`config.mk`:
```
export PLATFORM = sky130hd
export DESIGN_NAME = mac_operand_sequencer
export DESIGN_NICKNAME = d
export VERILOG_FILES = /design/src/rtl/mac_operand_sequencer_pkg.sv /design/src/rtl/mac_operand_sequencer_fifo.sv /design/src/rtl/mac_operand_sequencer.sv
export SDC_FILE = /design/constraint.sdc
export NUM_CORES = 1
export LEC_CHECK = 0
export BUFFER_PORTS_ARGS = -buffer_cell sky130_fd_sc_hd__buf_2
export CAP_MARGIN = 20
export CORE_ASPECT_RATIO = 1.2
export CORE_MARGIN = 10
export CORE_UTILIZATION = 34
export CTS_CLUSTER_DIAMETER = 40
export DETAILED_ROUTE_END_ITERATION = 8
export GPL_TIMING_DRIVEN = 0
export PLACE_DENSITY = 0.56
export RECOVER_POWER = 25
export SLEW_MARGIN = 20
export SYNTH_ARGS = -nofsm -noshare
export SYNTH_HDL_FRONTEND = slang
export SYNTH_SLANG_ARGS = --single-unit
export TNS_END_PERCENT = 30
```
`constraint.sdc`:
```
create_clock -name clk -period 2.82 [get_ports clk]
set_input_delay 0.282 -clock clk [delete_from_list [all_inputs] [get_ports clk]]
set_output_delay 0.282 -clock clk [all_outputs]
set_load 0.05 [all_outputs]
```
`src/rtl/mac_operand_sequencer_pkg.sv`:
```
// Shared definitions for the MAC operand sequencer: default widths and FSM states.
package mac_operand_sequencer_pkg;

  localparam int DEF_DATA_WIDTH  = 16;
  localparam int DEF_FIFO_DEPTH  = 4;
  localparam int DEF_CNT_WIDTH   = 8;
  localparam int DEF_MAC_LATENCY = 1;

  typedef enum logic [1:0] {
    ST_IDLE   = 2'd0,
    ST_CLEAR  = 2'd1,
    ST_STREAM = 2'd2,
    ST_DRAIN  = 2'd3
  } seq_state_e;

endpackage

```
`src/rtl/mac_operand_sequencer_fifo.sv`:
```
// Synchronous operand-pair FIFO. Pointers carry one extra wrap bit so that
// full and empty are distinguished without a separate occupancy counter.
module mac_operand_fifo #(
  parameter int WIDTH = 33,
  parameter int DEPTH = 4
) (
  input  logic             clk,
  input  logic             rst,
  input  logic             i_push,
  input  logic             i_pop,
  input  logic [WIDTH-1:0] i_din,
  output logic [WIDTH-1:0] o_dout,
  output logic             o_full,
  output logic             o_empty
);

  localparam int            AW      = $clog2(DEPTH);
  localparam logic [AW:0]   PTR_ONE = {{AW{1'b0}}, 1'b1};

  logic [WIDTH-1:0] r_mem [DEPTH];
  logic [AW:0]      r_wr_ptr;
  logic [AW:0]      r_rd_ptr;
  logic             w_do_push;
  logic             w_do_pop;

  assign w_do_push = i_push && !o_full;
  assign w_do_pop  = i_pop && !o_empty;
  assign o_empty   = (r_wr_ptr == r_rd_ptr);
  assign o_full    = (r_wr_ptr[AW] != r_rd_ptr[AW]) &&
                     (r_wr_ptr[AW-1:0] == r_rd_ptr[AW-1:0]);
  assign o_dout    = r_mem[r_rd_ptr[AW-1:0]];

  // Pointer update; reset discards whatever is buffered.
  always_ff @(posedge clk or posedge rst) begin
    if (rst) begin
      r_wr_ptr <= '0;
      r_rd_ptr <= '0;
    end else begin
      if (w_do_push) r_wr_ptr <= r_wr_ptr + PTR_ONE;
      if (w_do_pop)  r_rd_ptr <= r_rd_ptr + PTR_ONE;
    end
  end

  // Storage write; contents need no reset because the pointers gate visibility.
  always_ff @(posedge clk) begin
    if (w_do_push) r_mem[r_wr_ptr[AW-1:0]] <= i_din;
  end

endmodule

```
`src/rtl/mac_operand_sequencer.sv`:
```
// Feeds buffered operand pairs to the Booth MAC one per cycle, clears the
// accumulator before every vector and flags when the MAC output is final.
module mac_operand_sequencer
  import mac_operand_sequencer_pkg::*;
#(
  parameter int DATA_WIDTH  = DEF_DATA_WIDTH,
  parameter int FIFO_DEPTH  = DEF_FIFO_DEPTH,
  parameter int CNT_WIDTH   = DEF_CNT_WIDTH,
  parameter int MAC_LATENCY = DEF_MAC_LATENCY
) (
  input  logic                  clk,
  input  logic                  rst,
  input  logic                  in_valid,
  output logic                  in_ready,
  input  logic [DATA_WIDTH-1:0] in_a,
  input  logic [DATA_WIDTH-1:0] in_b,
  input  logic                  in_last,
  output logic                  mac_clr,
  output logic [DATA_WIDTH-1:0] mac_a,
  output logic [DATA_WIDTH-1:0] mac_b,
  output logic                  result_valid,
  output logic [CNT_WIDTH-1:0]  vec_len,
  output logic                  len_sat
);

  localparam int                   FIFO_W  = 2 * DATA_WIDTH + 1;
  localparam int                   DRN_W   = $clog2(MAC_LATENCY + 2);
  localparam logic [CNT_WIDTH-1:0] CNT_MAX = '1;

  seq_state_e              r_state;
  seq_state_e              w_state_nxt;
  logic                    r_mac_clr,      w_mac_clr_nxt;
  logic [DATA_WIDTH-1:0]   r_mac_a,        w_mac_a_nxt;
  logic [DATA_WIDTH-1:0]   r_mac_b,        w_mac_b_nxt;
  logic                    r_result_valid, w_result_valid_nxt;
  logic [CNT_WIDTH-1:0]    r_vec_len,      w_vec_len_nxt;
  logic                    r_len_sat,      w_len_sat_nxt;
  logic [CNT_WIDTH-1:0]    r_cnt,          w_cnt_nxt;
  logic [DRN_W-1:0]        r_drain,        w_drain_nxt;

  logic                    w_push;
  logic                    w_pop;
  logic                    w_full;
  logic                    w_empty;
  logic [FIFO_W-1:0]       w_fifo_dout;
  logic                    w_fifo_last;
  logic [DATA_WIDTH-1:0]   w_fifo_a;
  logic [DATA_WIDTH-1:0]   w_fifo_b;

  // Ready is held low during reset so nothing is accepted into a clearing FIFO.
  assign in_ready    = !w_full && !rst;
  assign w_push      = in_valid && in_ready;
  assign w_fifo_last = w_fifo_dout[FIFO_W-1];
  assign w_fifo_a    = w_fifo_dout[2*DATA_WIDTH-1:DATA_WIDTH];
  assign w_fifo_b    = w_fifo_dout[DATA_WIDTH-1:0];

  mac_operand_fifo #(
    .WIDTH (FIFO_W),
    .DEPTH (FIFO_DEPTH)
  ) u_fifo (
    .clk     (clk),
    .rst     (rst),
    .i_push  (w_push),
    .i_pop   (w_pop),
    .i_din   ({in_last, in_a, in_b}),
    .o_dout  (w_fifo_dout),
    .o_full  (w_full),
    .o_empty (w_empty)
  );

  // Next-state and next-output decode; MAC operands default to zero so idle
  // and bubble cycles add nothing to the accumulator.
  always_comb begin
    w_state_nxt        = r_state;
    w_mac_clr_nxt      = 1'b0;
    w_mac_a_nxt        = '0;
    w_mac_b_nxt        = '0;
    w_result_valid_nxt = 1'b0;
    w_vec_len_nxt      = r_vec_len;
    w_len_sat_nxt      = r_len_sat;
    w_cnt_nxt          = r_cnt;
    w_drain_nxt        = r_drain;
    w_pop              = 1'b0;
    case (r_state)
      ST_IDLE: begin
        if (!w_empty) w_state_nxt = ST_CLEAR;
        else          w_state_nxt = ST_IDLE;
      end
      ST_CLEAR: begin
        w_mac_clr_nxt = 1'b1;
        w_cnt_nxt     = '0;
        w_state_nxt   = ST_STREAM;
      end
      ST_STREAM: begin
        if (!w_empty) begin
          w_pop       = 1'b1;
          w_mac_a_nxt = w_fifo_a;
          w_mac_b_nxt = w_fifo_b;
          if (r_cnt == CNT_MAX) w_len_sat_nxt = 1'b1;
          else                  w_cnt_nxt     = r_cnt + CNT_WIDTH'(1);
          if (w_fifo_last) begin
            w_state_nxt = ST_DRAIN;
            w_drain_nxt = DRN_W'(MAC_LATENCY);
          end else begin
            w_state_nxt = ST_STREAM;
          end
        end else begin
          w_state_nxt = ST_STREAM;
        end
      end
      ST_DRAIN: begin
        if (r_drain == '0) begin
          w_result_valid_nxt = 1'b1;
          w_vec_len_nxt      = r_cnt;
          if (w_empty) w_state_nxt = ST_IDLE;
          else         w_state_nxt = ST_CLEAR;
        end else begin
          w_drain_nxt = r_drain - DRN_W'(1);
        end
      end
      default: begin
        w_state_nxt = ST_IDLE;
      end
    endcase
  end

  // State and registered outputs; reset holds the MAC in clear.
  always_ff @(posedge clk or posedge rst) begin
    if (rst) begin
      r_state        <= ST_IDLE;
      r_mac_clr      <= 1'b1;
      r_mac_a        <= '0;
      r_mac_b        <= '0;
      r_result_valid <= 1'b0;
      r_vec_len      <= '0;
      r_len_sat      <= 1'b0;
      r_cnt          <= '0;
      r_drain        <= '0;
    end else begin
      r_state        <= w_state_nxt;
      r_mac_clr      <= w_mac_clr_nxt;
      r_mac_a        <= w_mac_a_nxt;
      r_mac_b        <= w_mac_b_nxt;
      r_result_valid <= w_result_valid_nxt;
      r_vec_len      <= w_vec_len_nxt;
      r_len_sat      <= w_len_sat_nxt;
      r_cnt          <= w_cnt_nxt;
      r_drain        <= w_drain_nxt;
    end
  end

  assign mac_clr      = r_mac_clr;
  assign mac_a        = r_mac_a;
  assign mac_b        = r_mac_b;
  assign result_valid = r_result_valid;
  assign vec_len      = r_vec_len;
  assign len_sat      = r_len_sat;

endmodule

```
== Word level (Yosys, flattened, before mapping) ==
Memories as Yosys holds them, arrays and structs flattened.
Index checks and enable logic that the tools add are counted.

* Flip-flop bits (word level): 61
* RAM bits: 132
* Output and inout bits: 44
* Logic and storage cells: 68
* Memories kept: 1

* Add/subtract/negate cells: 4
* Equality and inequality tests: 12
* Muxes and demuxes: 23
* Bitwise gates (word level): 1
* Reduce and logical (&&, ||, !) cells: 16

{| class="wikitable"
|+ Memories
! memory !! depth !! width !! read ports !! clocked after Yosys merged registers in !! write ports !! RTL line !! text
|-
| u_fifo.r_mem || 4 || 33 || 1 || 0 || 1 || mac_operand_sequencer_fifo.sv:20 || <nowiki>logic [WIDTH-1:0] r_mem [DEPTH];</nowiki>
|}

{| class="wikitable"
|+ Operators with widths
! kind !! count
|-
| $mux W16 || 4
|-
| $mux W8 || 2
|-
| $pmux W8 S2 || 1
|-
| $mux W2 || 5
|-
| $mux W1 || 9
|-
| $add A8 B1 Y8 const B || 1
|-
| $eq A8 B8 Y1 const B || 1
|-
| $ne A2 B2 Y1 const B || 4
|-
| $pmux W2 S4 || 1
|-
| $add A3 B1 Y3 const B || 2
|-
| $reduce_and A3 Y1 || 2
|-
| $logic_and A1 B1 Y1 || 5
|-
| $eq A2 B2 Y1 const B || 2
|-
| $logic_not A2 Y1 || 2
|-
| $pmux W2 S2 || 1
|-
| $reduce_and A4 Y1 || 1
|-
| $reduce_bool A2 Y1 || 2
|-
| $eq A3 B3 Y1 || 1
|-
| $logic_not A1 Y1 || 3
|-
| $eq A2 B1 Y1 const B || 1
|-
| $eq A2 B2 Y1 || 1
|-
| $ne A2 B1 Y1 const B || 1
|-
| $reduce_and A2 Y1 || 1
|-
| $sub A2 B1 Y2 const B || 1
|-
| other kinds (2) || 2
|}

== Logic depth before layout (Yosys ltp) ==
* Depth in word-level cells: 8
* Mapped depth: 7
* Gate-level depth less buffers: 7

== Modules after synthesis ==
From an unflattened synthesis, not the netlist that was laid out.

* Cells, all modules: 400
* Area, all modules: 7,448.4 sq um

{| class="wikitable"
|+ By module, submodules not included
! module !! instances !! cells each !! area an instance (sq um) !! seq. area each (sq um)
|-
| mac_operand_fifo || 1 || 222 || 5,273.8 || 4,113.9
|-
| mac_operand_sequencer || 1 || 178 || 2,174.6 || 1,377.6
|}

== Worst setup path after synthesis ==
Ideal clock, no wire load.

* Path type: register to register
* From: reg u_fifo.r_rd_ptr[1]
* To: mem u_fifo.r_mem[3][0] (enable)
* Library setup time: 395 ps
* Arrival time: 2,721 ps
* Path slack: -296 ps
* Stages on the path, launching flop included: 6
* Period minus slack after synthesis: 3,116 ps
* Cells stage by stage: dfrtp_1 > buf_4 > xor2_2 > nor2_1 > a21oi_1 > and3_1

* Cells in the longest elaborated chain, start to end: 8

{| class="wikitable"
|+ Ends and longest elaborated chain
! element !! RTL line !! text
|-
| start: declaration || mac_operand_sequencer_fifo.sv:22 || <nowiki>logic [AW:0] r_rd_ptr;</nowiki>
|-
| start signal: assignment || mac_operand_sequencer_fifo.sv:40 || <nowiki>if (w_do_pop) r_rd_ptr <= r_rd_ptr + PTR_ONE;</nowiki>
|-
| $eq A2 B2 Y1 || mac_operand_sequencer_fifo.sv:30 || <nowiki>(r_wr_ptr[AW-1:0] == r_rd_ptr[AW-1:0]);</nowiki>
|-
| $logic_and A1 B1 Y1 || mac_operand_sequencer_fifo.sv:29 || <nowiki>assign o_full = (r_wr_ptr[AW] != r_rd_ptr[AW]) &&</nowiki>
|-
| $logic_not A1 Y1 || mac_operand_sequencer.sv:51 || <nowiki>assign in_ready = !w_full && !rst;</nowiki>
|-
| $logic_and A1 B1 Y1 || mac_operand_sequencer.sv:51 ||
|-
| via in_ready || mac_operand_sequencer.sv:14 || <nowiki>output logic in_ready,</nowiki>
|-
| $logic_and A1 B1 Y1 || mac_operand_sequencer.sv:52 || <nowiki>assign w_push = in_valid && in_ready;</nowiki>
|-
| $logic_and A1 B1 Y1 || mac_operand_sequencer_fifo.sv:26 || <nowiki>assign w_do_push = i_push && !o_full;</nowiki>
|-
| $mux W1 || mac_operand_sequencer_fifo.sv:46 || <nowiki>if (w_do_push) r_mem[r_wr_ptr[AW-1:0]] <= i_din;</nowiki>
|-
| $mux W1 (implied by the code) || mac_operand_sequencer_fifo.sv:46 ||
|-
| end: declaration || mac_operand_sequencer_fifo.sv:20 ||
|}

The timed path passes the listed nets, and every way through them passes these cells.

== Final worst setup path ==
* From: reg u_fifo.r_rd_ptr[1]
* To: mem u_fifo.r_mem[1][22] (enable)

* Cells in the longest elaborated chain, start to end: 8

{| class="wikitable"
|+ Ends and longest elaborated chain
! element !! RTL line
|-
| $eq A2 B2 Y1 * || mac_operand_sequencer_fifo.sv:30
|-
| $logic_and A1 B1 Y1 * || mac_operand_sequencer_fifo.sv:29
|-
| $logic_not A1 Y1 * || mac_operand_sequencer_fifo.sv:26, mac_operand_sequencer.sv:51
|-
| $logic_and A1 B1 Y1 || mac_operand_sequencer.sv:51
|-
| $logic_and A1 B1 Y1 || mac_operand_sequencer.sv:52
|-
| $logic_and A1 B1 Y1 * || mac_operand_sequencer_fifo.sv:26
|-
| $mux W1 * || mac_operand_sequencer_fifo.sv:46
|-
| $mux W1 (implied by the code) * || mac_operand_sequencer_fifo.sv:46
|}

Mark *: on every way between the ends. The rest lies on a longest branch, timed or not.

==> impl_metrics.ini <==
[status]
status = finished, final reports clean

[global_routing]
overflow = 0
grt_pass1_wl_um = 23000
grt_max_degree = 40
grt_pass1_vias = 4144
track_usage_pct = 10.8
antenna_found_initial = 2

[yosys]
yosys-top-cells-area = edfxtp_1, dfrtp_1, mux4_2
synth_edf_count = 132
netlist_top_cells_count = edfxtp_1, dfrtp_1, and3_1
syn_area_um2 = 7300
ys.warnings.count = 0
ys_seq_area_share_pct = 75.2
syn-mean-instance-area_um2 = 18.8
netlist-cell-type-count = 44
syn-num-nets = 435
synthCells = 389
synth_most_common_cell = edfxtp_1
synth_ff_type = edfxtp_1
async_flop_share_pct = 31.6
yosys.area.top_type_share_pct = 54.3
synth_top_area_cell = edfxtp_1
synth-seq-cells = 193

[setup_path]
end_kind = register
rr_endpoint = u_fifo.r_mem[1][22]
path_class = reg -> reg
arrival_ns = 2.53
r2r_start = u_fifo.r_rd_ptr[1]
r2r_slack_ns = 0.33
start_kind = register
critPathMaxFanout = 33
reg2reg_depth = 5
critPathRequiredTime_ns = 2.86

[clocking]
root_buffer = clkbuf_16
cts.sinks = 193
insertion_delay_ns = 0.42
clkTransAtPathRegs_ns = 0.07
postCtsSetupRepairBufs = 0
cts.path.max_buffers = 2
htreeDepth = 4
cts_made_buffers = 17
cts_tree = built

[pwr]
total_power_w = 0.00888
ir_drop_v = 0.000463
power_density_nw_per_um2 = 1020
p_leak_nw = 3.39

[sta]
layout_setup_ws_ns = 0.333
slew_viol_final = 0
maxSlewHeadroom_pct = 35.9
fin_skew_ns = 0.00795
post-route-min-period_ns = 2.49
setup_tns_ns = 0
holdWs_ns = 0.0828
worstMarginPinSlew_ns = 0.962
rsz0062_at_grt = no
fmax_mhz = 402
final-hold-violation-count = 0
finalSetupViolCount = 0
fin_crit_sh_pct = 88.2

[final_layout]
fillers = 1972
syn_to_final_growth_pct = 18.7
drive_gt1_share_pct = 28.2
finalInstanceArea_um2 = 8670
nets = 537
diodes = 0

[drt]
first_pass_iters = 4
highest_layer = met5
wl_met2_um = 7820
totalWireLength_um = 14600
drcViolationCount = 0
wl_per_cell_um = 18.8
viasPerCell = 4.82
drtIter0Drc = 220
ant_nets = 0
wl_met1_um = 5830
vias = 3727
routed-wl-met3_um = 762

[placed_design]
dp_hpwl_um = 9570
dpl_worst_slack_ns = 0.276
io_buffers = 79
place_congestion = 0.722
post_dp_cell_area_um2 = 8130

[floorplan]
die_h_um = 181
core_um2 = 21000
io_pins = 80
die_w_um = 154
die_area_um2 = 27800
start_util_pct = 34.7
rows = 58

[flow_run]
drv_cap = 0

[hold_path]
hold_path_end = u_fifo.r_mem[2][20]
min_path_cells = 1
min_path_type = in -> reg
hold_path.startpoint = in_a[4]
==> state kept, by name, summed over array words and instances, names as in the netlist <==
register         cells
u_fifo.r_mem       132
mac_a               16
mac_b               16
r_cnt                8
vec_len              8
u_fifo.r_rd_ptr      3
u_fifo.r_wr_ptr      3
r_drain              2
r_state              2
len_sat              1
mac_clr              1
result_valid         1
==> placed cells by master, fill, tap and decap left out, types with 2 or more instances in the layout <==
cell type	netlist	layout
and3_1	36	32
xor2_2	2	2
o21ai_0	4	4
nand4_1	2	2
o211ai_1	2	2
o22ai_1	3	3
or4_1	2	2
edfxtp_1	132	132
nand2b_1	2	2
clkinv_2	0	2
dfrtp_1	60	60
ha_1	10	10
inv_6	0	3
buf_6	2	2
clkbuf_1	13	41
mux4_2	32	32
mux2_2	7	7
o41ai_1	2	2
nor3_1	2	2
nor2_1	6	6
clkbuf_16	0	17
a21oi_1	9	9
nand2_1	13	13
xnor2_1	3	3
clkinvlp_4	0	2
buf_2	3	54
and3_2	0	4
inv_1	13	12
or3_1	3	3
nand2_2	2	2
inv_8	0	3
buf_16	0	3
nand3_1	4	4
o31ai_1	2	2
xor2_1	2	2
==> worst max path at each step <==
stage | depth (start not counted) | endpoint | start
after detailed placement | 5 | u_fifo.r_mem[3][23] | u_fifo.r_rd_ptr[1]
after CTS | 5 | u_fifo.r_mem[3][1] | u_fifo.r_rd_ptr[1]
final | 5 | u_fifo.r_mem[1][22] | u_fifo.r_rd_ptr[1]
after global routing | 5 | u_fifo.r_mem[1][24] | u_fifo.r_rd_ptr[1]
after global placement | 5 | u_fifo.r_mem[0][19] | u_fifo.r_rd_ptr[1]
after floorplan | 5 | u_fifo.r_mem[2][0] | u_fifo.r_rd_ptr[1]
==> what timing repair did <==
| action | 4_1_cts | 5_1_grt |
|---|---|---|
| hold buffers | 1 | 0 |
| endpoints found under the hold margin | 22 | 0 |
| gates resized for setup | 0 | 0 |
==> logic make-up after synthesis <==
logic type	count (synthesis)	synth area share, %
XOR/XNOR	7	1.05
AO/OA/AOI/OAI	29	2.52
buffers and inverters	32	1.95
flip-flops	193	75.2
adder cells (fa/ha/maj)	10	1.71
multiplexers	41	11.4
AND/OR/NAND/NOR	77	6.13
==> layer usage <==
layer  GRT usage (%)  vias up
li1                -     1720
met2            18.6       85
met1            12.1     1907
met4            3.93        4
met3            3.68       11
met5               0        -
==> worst max-delay path, stage by stage, from the launching register on <==
cell and delay, ns:
dfrtp_1 0.39, buf_4 0.18, xor2_2 0.23, nor2_1 0.07
a21oi_1 0.32, and3_2 0.88
==> cell type report <==
cell class,count,area [um2],share of cell area (%)
repair buffers,83,453,5.23
inverters,13,51.3,0.592
flip-flops and latches,193,5490,63.4
well taps,270,338,3.90
plain buffers,19,93.8,1.08
clock inverters,13,128,1.47
multi-input cells,164,1670,19.3
clock buffers,18,439,5.07
==> stage by stage <==
stage                     util [%]  std cells
after floorplan                  -        389
after CTS                     41.4        773
after detailed placement      38.6        741
after global placement        38.2        738
final                         41.2        773
after global routing          41.2        773
==> where the power goes <==
part / internal [W] / switching [W]
combinational: 0.00108 / 0.00183
sequential: 0.00351 / 0.000157
clock: 0.00126 / 0.00104
total: 0.00585 / 0.00303
No activity file was read; power rests on OpenSTA's default activity.
